## src/rtl/mux_sel_arbiter.sv

```systemverilog
// Round-robin arbiter for a downstream 4:1 data mux with bounded bursts.
// Channel k drives sel = 3-k. Handshake: a transfer happens on a rising edge
// where out_valid=1 and out_ready=1. Once out_valid is raised, sel, grant and
// out_valid hold until that transfer, even if the owner drops its request.
module mux_sel_arbiter #(
  parameter int MAX_BURST = 4
) (
  input  logic       clk,
  input  logic       rst_n,
  input  logic [3:0] req,
  input  logic       out_ready,
  output logic [1:0] sel,
  output logic [3:0] grant,
  output logic       out_valid
);

  typedef enum logic {
    IDLE  = 1'b0,
    GRANT = 1'b1
  } state_t;

  // State is kept in a named enum so checkers can bind to it directly.
  state_t     state;
  logic [1:0] ptr;
  logic [3:0] cnt;

  logic [1:0] owner;
  logic [1:0] rel_ptr;
  logic [2:0] idle_pick;
  logic [2:0] rel_pick;
  logic       keep;
  logic       xfer;

  // Search order p, p+1, p+2, p+3 (mod 4); result is {found, index}.
  // Descending loop so the smallest offset is written last and wins.
  function automatic logic [2:0] arb(input logic [3:0] r, input logic [1:0] p);
    logic [2:0] res;
    logic [1:0] c;
    res = 3'b000;
    for (int i = 3; i >= 0; i--) begin
      c = p + 2'(i);
      if (r[c]) res = {1'b1, c};
    end
    return res;
  endfunction

  // Owner index and arbitration results for the current cycle.
  always_comb begin
    owner     = ~sel;                 // 3-k == ~k for 2-bit k
    rel_ptr   = owner + 2'd1;
    idle_pick = arb(req, ptr);
    rel_pick  = arb(req, rel_ptr);
    xfer      = out_valid && out_ready;
    keep      = req[owner] && (({1'b0, cnt} + 5'd1) < 5'(MAX_BURST));
  end

  // Single FSM: IDLE/GRANT with registered sel, grant and out_valid.
  always_ff @(posedge clk) begin
    if (!rst_n) begin
      state     <= IDLE;
      ptr       <= 2'd0;
      cnt       <= 4'd0;
      sel       <= 2'b00;
      grant     <= 4'b0000;
      out_valid <= 1'b0;
    end else begin
      case (state)
        IDLE: begin
          if (idle_pick[2]) begin
            state     <= GRANT;
            cnt       <= 4'd0;
            sel       <= ~idle_pick[1:0];
            grant     <= 4'b0001 << idle_pick[1:0];
            out_valid <= 1'b1;
          end
        end
        GRANT: begin
          if (xfer) begin
            if (keep) begin
              cnt <= cnt + 4'd1;
            end else begin
              ptr <= rel_ptr;
              cnt <= 4'd0;
              if (rel_pick[2]) begin
                sel   <= ~rel_pick[1:0];
                grant <= 4'b0001 << rel_pick[1:0];
              end else begin
                // sel keeps its last value while idle.
                state     <= IDLE;
                grant     <= 4'b0000;
                out_valid <= 1'b0;
              end
            end
          end
        end
        default: state <= IDLE;
      endcase
    end
  end

endmodule

```

## config.mk

```make
export PLATFORM = sky130hd
export DESIGN_NAME = mux_sel_arbiter
export DESIGN_NICKNAME = d
export VERILOG_FILES = /design/src/rtl/mux_sel_arbiter.sv
export SDC_FILE = /design/constraint.sdc
export NUM_CORES = 1
export LEC_CHECK = 0
export ABC_AREA = 1
export CORE_MARGIN = 3
export CORE_UTILIZATION = 30
export DETAILED_ROUTE_END_ITERATION = 8
export PLACE_DENSITY = 0.58
export SLEW_MARGIN = 20
export SYNTH_ARGS = -nofsm -noshare
export SYNTH_HDL_FRONTEND = slang
export SYNTH_SLANG_ARGS = --single-unit
```

## constraint.sdc

```tcl
create_clock -name clk -period 2.2 [get_ports clk]
set_clock_uncertainty 0.1 [all_clocks]
set_input_delay 0.33 -clock clk [delete_from_list [all_inputs] [get_ports clk]]
set_output_delay 0.33 -clock clk [all_outputs]
set_load 0.02 [all_outputs]
```

==> qor.csv, run 1 <==
metric;value;unit
status;completed;
vias per cell;4.44;
CTS H-tree depth;1;
post-detail-place hpwl;2020;µm
peak supply drop;0.354;mV
pre-CTS setup slack;0.0615;ns
Fin Setup TNS;0;ns
Clock transition at path regs;0.06;ns
Reg-to-Reg Start;sel[0];
synth-to-layout area growth;18.5;%
worst setup path startpoint;req[3];
Least-Margin Pin Slew;0.414;ns
antenna diode count;0;
Filler Cells Inserted;442;
vias in the first global route;1065;
Slew HR;0.723;
ANT nets after route;0;
Reg2Reg Depth;11;
Num CTS Buffers;3;
Total Power;0.000959;W
Rows;22;
cts repair resizes;0;
die footprint;4750;µm²
power density cells;681;nW/µm²
crit path max fanout;9;
Worst-Skew Late Latency;0.24;ns
layout cells sized above 1;0.134;
register area share after synthesis;0.236;
Synth cell types;25;
Fmax achieved;0.529;GHz
RSZ-0062 raised after global routing;no;
Die X;68.9;µm
overall routing resource usage;0.120;
initial core utilization;0.317;
mapped cell area;1190;µm²
die span in y;68.9;µm
Max Slew Vio Count;0;
Mean Syn Cell Area;5.88;µm²
Syn Nets;210;
dpl cell area;1350;µm²
total clock sinks;14;
drt first pass iters;4;
PnR worst setup slack;0.309;ns
# IOs;14;
Placed Cells;261;
CTS max path bufs;2;
commonest non-fill, non-tap cell in the layout;nand2_1;
global-route wire length before repair;4370;µm
wire per inst;9.22;µm
CTS root buf;clkbuf_8;
final non-filler cell area;1410;µm²
R2R setup slack;0.41;ns
Final Instance Count excl. Fillers;265;
CP Data Arrival Time;1.94;ns
YS warnings;0;
Hold Crit Class;reg -> reg;
R2R Path End;grant[1];
post-synthesis cell count;202;
data required time at the worst endpoint;2.24;ns
Crit. End Element;register;
most frequent cells in the layout;nand2_1 (77), nand3_1 (22), inv_1 (19), nor2_1 (19), dfxtp_1 (14);
Setup Fix Bufs, Post-CTS;0;
Worst Setup EP;grant[1];
via count;1176;
Post-route DRC;0;
fin crit share;0.860;
Port Buffers;13;
Iter 0 DRT Violations;47;
min cycle time layout;1.89;ns
final hold vios;0;
Critical Path Start Type;input port;
RD Place Congestion;0.783;
largest net degree at the start of global routing;14;
Pleak;0.718;nW
synthesized flop and latch total;14;
CTS tree;done;
kind of critical path;in -> reg;
overall routed net length;2440;µm
total grt overflow;0;
Total Nets Final;226;
Final setup viols;0;
initial antenna violation count;0;
CORE AREA;3740;µm²
Max Cap Violations;0;
CTS Hold Bufs;0;
## routing by layer
metal,part of all wire,global-route usage,vias up,routed length (µm)
met5,0,0,-,0
met3,0.021,0.0178,4,51
li1,-,-,668,-
met2,0.45,0.194,8,1090
met1,0.52,0.157,496,1260
met4,0.016,0.0560,0,38
## cells in the mapped netlist, drive strengths merged
cell type,count,area share
nor3,2,0.013
and2,1,0.0074
clkbuf,1,0.012
nand4,1,0.011
ha,1,0.011
xnor2,1,0.0074
o21ai,13,0.055
nand2,91,0.33
inv,22,0.070
buf,3,0.022
a21oi,6,0.025
a21o,1,0.0063
dfxtp,14,0.24
a21boi,1,0.0063
nor2,20,0.070
nand3,24,0.12
## worst min path at each step
stage,start,cells after the start,to
floorplan,cnt[3],2,cnt[3]
global placement,cnt[3],2,cnt[3]
detailed placement,cnt[3],2,cnt[3]
CTS,cnt[3],2,cnt[3]
global route,cnt[3],2,cnt[3]
finish,cnt[3],2,cnt[3]
## stage by stage
step	utilization	hold WS, ns
after floorplan	-	0.329
after global placement	0.361	0.342
after detailed placement	0.361	0.343
after CTS	0.376	0.350
after global routing	0.376	0.386
final	0.376	0.349
## registers in the layout (all words and copies together) (netlist names)
name and count:
sel 2, state 1, ptr 2, out_valid 1, cnt 4, grant 4
## area by class of cell
class / instances / area [µm²] / area share
Sequential cell: 14 / 280 / 0.199
Inverter: 22 / 82.6 / 0.0587
Multi-Input combinational cell: 162 / 785 / 0.557
Tap cell: 48 / 60.1 / 0.0427
Timing Repair Buffer: 15 / 145 / 0.103
Clock buffer: 4 / 55.1 / 0.0391
## report_power, final
part	leakage, nW	switching (W)	total, W	internal [W]
combinational	0.574	0.000252	0.000407	0.000155
clock	0.0288	0.0000877	0.000246	0.000158
sequential	0.115	0.0000270	0.000306	0.000279
total	0.718	0.000367	0.000959	0.000591
## cell families after synthesis
group           count (synthesis)  synth area share
flops                          14             0.236
fa+ha+maj                       1            0.0105
xor+xnor                        1           0.00738
compound gates                 21            0.0927
buf+inv                        26             0.103
simple gates                  139             0.550
## critical path, cell delays in order
cell and delay, ns:
clkdlybuf4s50_1 0.52, inv_1 0.09, nand2_1 0.10, nand2_2 0.07
o21ai_1 0.16, nand4_2 0.16, nand2_4 0.14, nand2_4 0.09
o21ai_1 0.13, inv_1 0.05, nand2_1 0.06, inv_1 0.03
Power figures use the tool's default switching activity.
==> inputs of run 2 (changes only) <==
--- a/config.mk
+++ b/config.mk
@@ -7,9 +7,10 @@
 export LEC_CHECK = 0
 export ABC_AREA = 1
 export CORE_MARGIN = 3
-export CORE_UTILIZATION = 30
+export CORE_UTILIZATION = 54
 export DETAILED_ROUTE_END_ITERATION = 8
-export PLACE_DENSITY = 0.58
+export MAX_ROUTING_LAYER = met4
+export PLACE_DENSITY = 0.87
 export SLEW_MARGIN = 20
 export SYNTH_ARGS = -nofsm -noshare
 export SYNTH_HDL_FRONTEND = slang
==> qor.csv, run 2 (synthesized netlist as in run 1, its figures left out) <==
metric;value;unit;change
Placed Cells;239;;-8.4%
kind of critical path;in -> reg;;
Die X;52.9;µm;-23%
via count;1282;;+9.0%
Rows;16;;-27%
Pleak;0.699;nW;-2.8%
Final Instance Count excl. Fillers;242;;-8.7%
CTS max path bufs;2;;unchanged
Clock transition at path regs;0.08;ns;+0.02 ns
Max Slew Vio Count;0;;unchanged
total grt overflow;0;;unchanged
final hold vios;0;;unchanged
Reg-to-Reg Start;sel[0];;
overall routing resource usage;0.243;;+0.122
Least-Margin Pin Slew;0.402;ns;-0.0118 ns
final hold slack;0.366;ns;+0.0169 ns
cts repair resizes;0;;unchanged
initial antenna violation count;0;;unchanged
Total Nets Final;225;;-0.44%
power density cells;647;nW/µm²;-5.0%
Crit. End Element;register;;
overall routed net length;2700;µm;+10%
synth-to-layout area growth;13.0;%;
Final setup viols;0;;unchanged
Port Buffers;13;;unchanged
CP Data Arrival Time;1.97;ns;+0.03 ns
Worst Setup EP;grant[1];;
CP Cell Sequence;clkdlybuf4s50_1 -> inv_1 -> nand2_1 -> nand2_2 -> o21ai_1 -> nand4_2 -> nand2_4 -> nand2_4 -> o21ai_1 -> inv_1 -> nand2_1 -> inv_1;;
die span in y;52.9;µm;-23%
Setup Fix Bufs, Post-CTS;0;;unchanged
total clock sinks;14;;unchanged
CTS tree;done;;
Hold Crit Class;reg -> reg;;
most frequent cells in the layout;nand2_1 (77), nand3_1 (22), inv_1 (19), nor2_1 (19), dfxtp_1 (14);;
RSZ-0062 raised after global routing;no;;
ANT nets after route;0;;unchanged
Num CTS Buffers;3;;unchanged
initial core utilization;0.587;;+0.270
wire per inst;11.1;µm;+21%
biggest regs;cnt (4), grant (4);;
post-detail-place hpwl;2180;µm;+8.0%
Worst-Skew Late Latency;0.28;ns;+0.04 ns
status;completed;;
vias in the first global route;1239;;+16%
R2R setup slack;0.41;ns;about the same
CTS Hold Bufs;0;;unchanged
min cycle time layout;1.88;ns;-0.0142 ns
Final Util;0.663;;+0.287
Iter 0 DRT Violations;55;;+17%
die footprint;2800;µm²;-41%
crit path max fanout;9;;unchanged
CTS root buf;clkbuf_4;;
final non-filler cell area;1340;µm²;-4.7%
Reg2Reg Depth;12;;+1
data required time at the worst endpoint;2.29;ns;+0.05 ns
commonest non-fill, non-tap cell in the layout;nand2_1;;
vias per cell;5.30;;+19%
Fmax achieved;0.533;GHz;+0.75%
Post-route DRC;0;;unchanged
global-route wire length before repair;5010;µm;+15%
RD Place Congestion;0.878;;+12%
CP max-delay cell;clkdlybuf4s50_1;;
Fin Setup TNS;0;ns;unchanged
Crit path top cell by count;inv_1;;
Crit path largest cell delay;0.52;ns;about the same
fin crit share;0.853;;-0.00643
worst setup path startpoint;req[3];;
Slew HR;0.731;;+0.00786
layout cells sized above 1;0.126;;-0.00806
CORE AREA;2020;µm²;-46%
# IOs;14;;unchanged
antenna diode count;0;;unchanged
R2R Path End;grant[1];;
drt first pass iters;4;;unchanged
peak supply drop;0.494;mV;+40%
largest net degree at the start of global routing;14;;unchanged
CTS H-tree depth;1;;unchanged
Critical Path Start Type;input port;;
dpl cell area;1320;µm²;-2.5%
Max Cap Violations;0;;unchanged
[run 2: cell count changes in the layout (fill, tap and decap cells not counted), sizes merged]
cell / before / now
buf: 2 / 1
clkbuf: 4 / 3
[run 2: metal layers]
metal | global-route usage | part of all wire
met1 | 0.280 | 0.45
met5 | - | 0
met4 | 0.0851 | 0.014
met3 | 0.0366 | 0.035
met2 | 0.426 | 0.50
[run 2: report_power, final]
group | leakage (nW) | switching, W | internal [W] | total, W
logic | 0.569 | 0.000266 | 0.000154 | 0.000420
clock network | 0.0138 | 0.0000806 | 0.0000636 | 0.000144
registers | 0.115 | 0.0000260 | 0.000278 | 0.000304
total | 0.699 | 0.000373 | 0.000495 | 0.000868
[run 2: worst min-delay path by stage]
stage | startpoint | end | slack (ns) | cells after the start
CTS | cnt[3] | cnt[3] | 0.37 | 2
finish | cnt[3] | cnt[3] | 0.37 | 2
detailed placement | cnt[3] | cnt[3] | 0.36 | 2
floorplan | cnt[3] | cnt[3] | 0.33 | 2
global route | cnt[3] | cnt[3] | 0.39 | 2
global placement | cnt[3] | cnt[3] | 0.34 | 2
[run 2: worst max-delay path, delay by kind of cell]
family	cells	cell delay [ns]
buf+inv	4	0.70
simple gates	6	0.64
compound gates	2	0.29
[run 2: metrics by stage]
step / total power [W] / setup slack, ns
after floorplan: 0.000625 / 0.590
after global placement: 0.000707 / 0.150
after detailed placement: 0.000724 / 0.0648
after CTS: 0.000870 / 0.330
after global routing: 0.000942 / 0.159
final: 0.000868 / 0.323
[run 2: area by class of cell]
class                      instances  area (µm²)
timing repair buffer              14         138
fill                             183         681
clock buffer                       3        22.5
multi-input combinational        162         785
tap                               27        33.8
inverter                          22        82.6
sequential                        14         280
==> inputs of run 3 (changes only) <==
--- a/config.mk
+++ b/config.mk
@@ -9,6 +9,7 @@
 export CORE_MARGIN = 3
 export CORE_UTILIZATION = 54
 export DETAILED_ROUTE_END_ITERATION = 8
+export GPL_ROUTABILITY_DRIVEN = 0
 export MAX_ROUTING_LAYER = met4
 export PLACE_DENSITY = 0.87
 export SLEW_MARGIN = 20
==> results of run 3 <==
No change in the layout: final DEF, timing and power equal those of run 2.
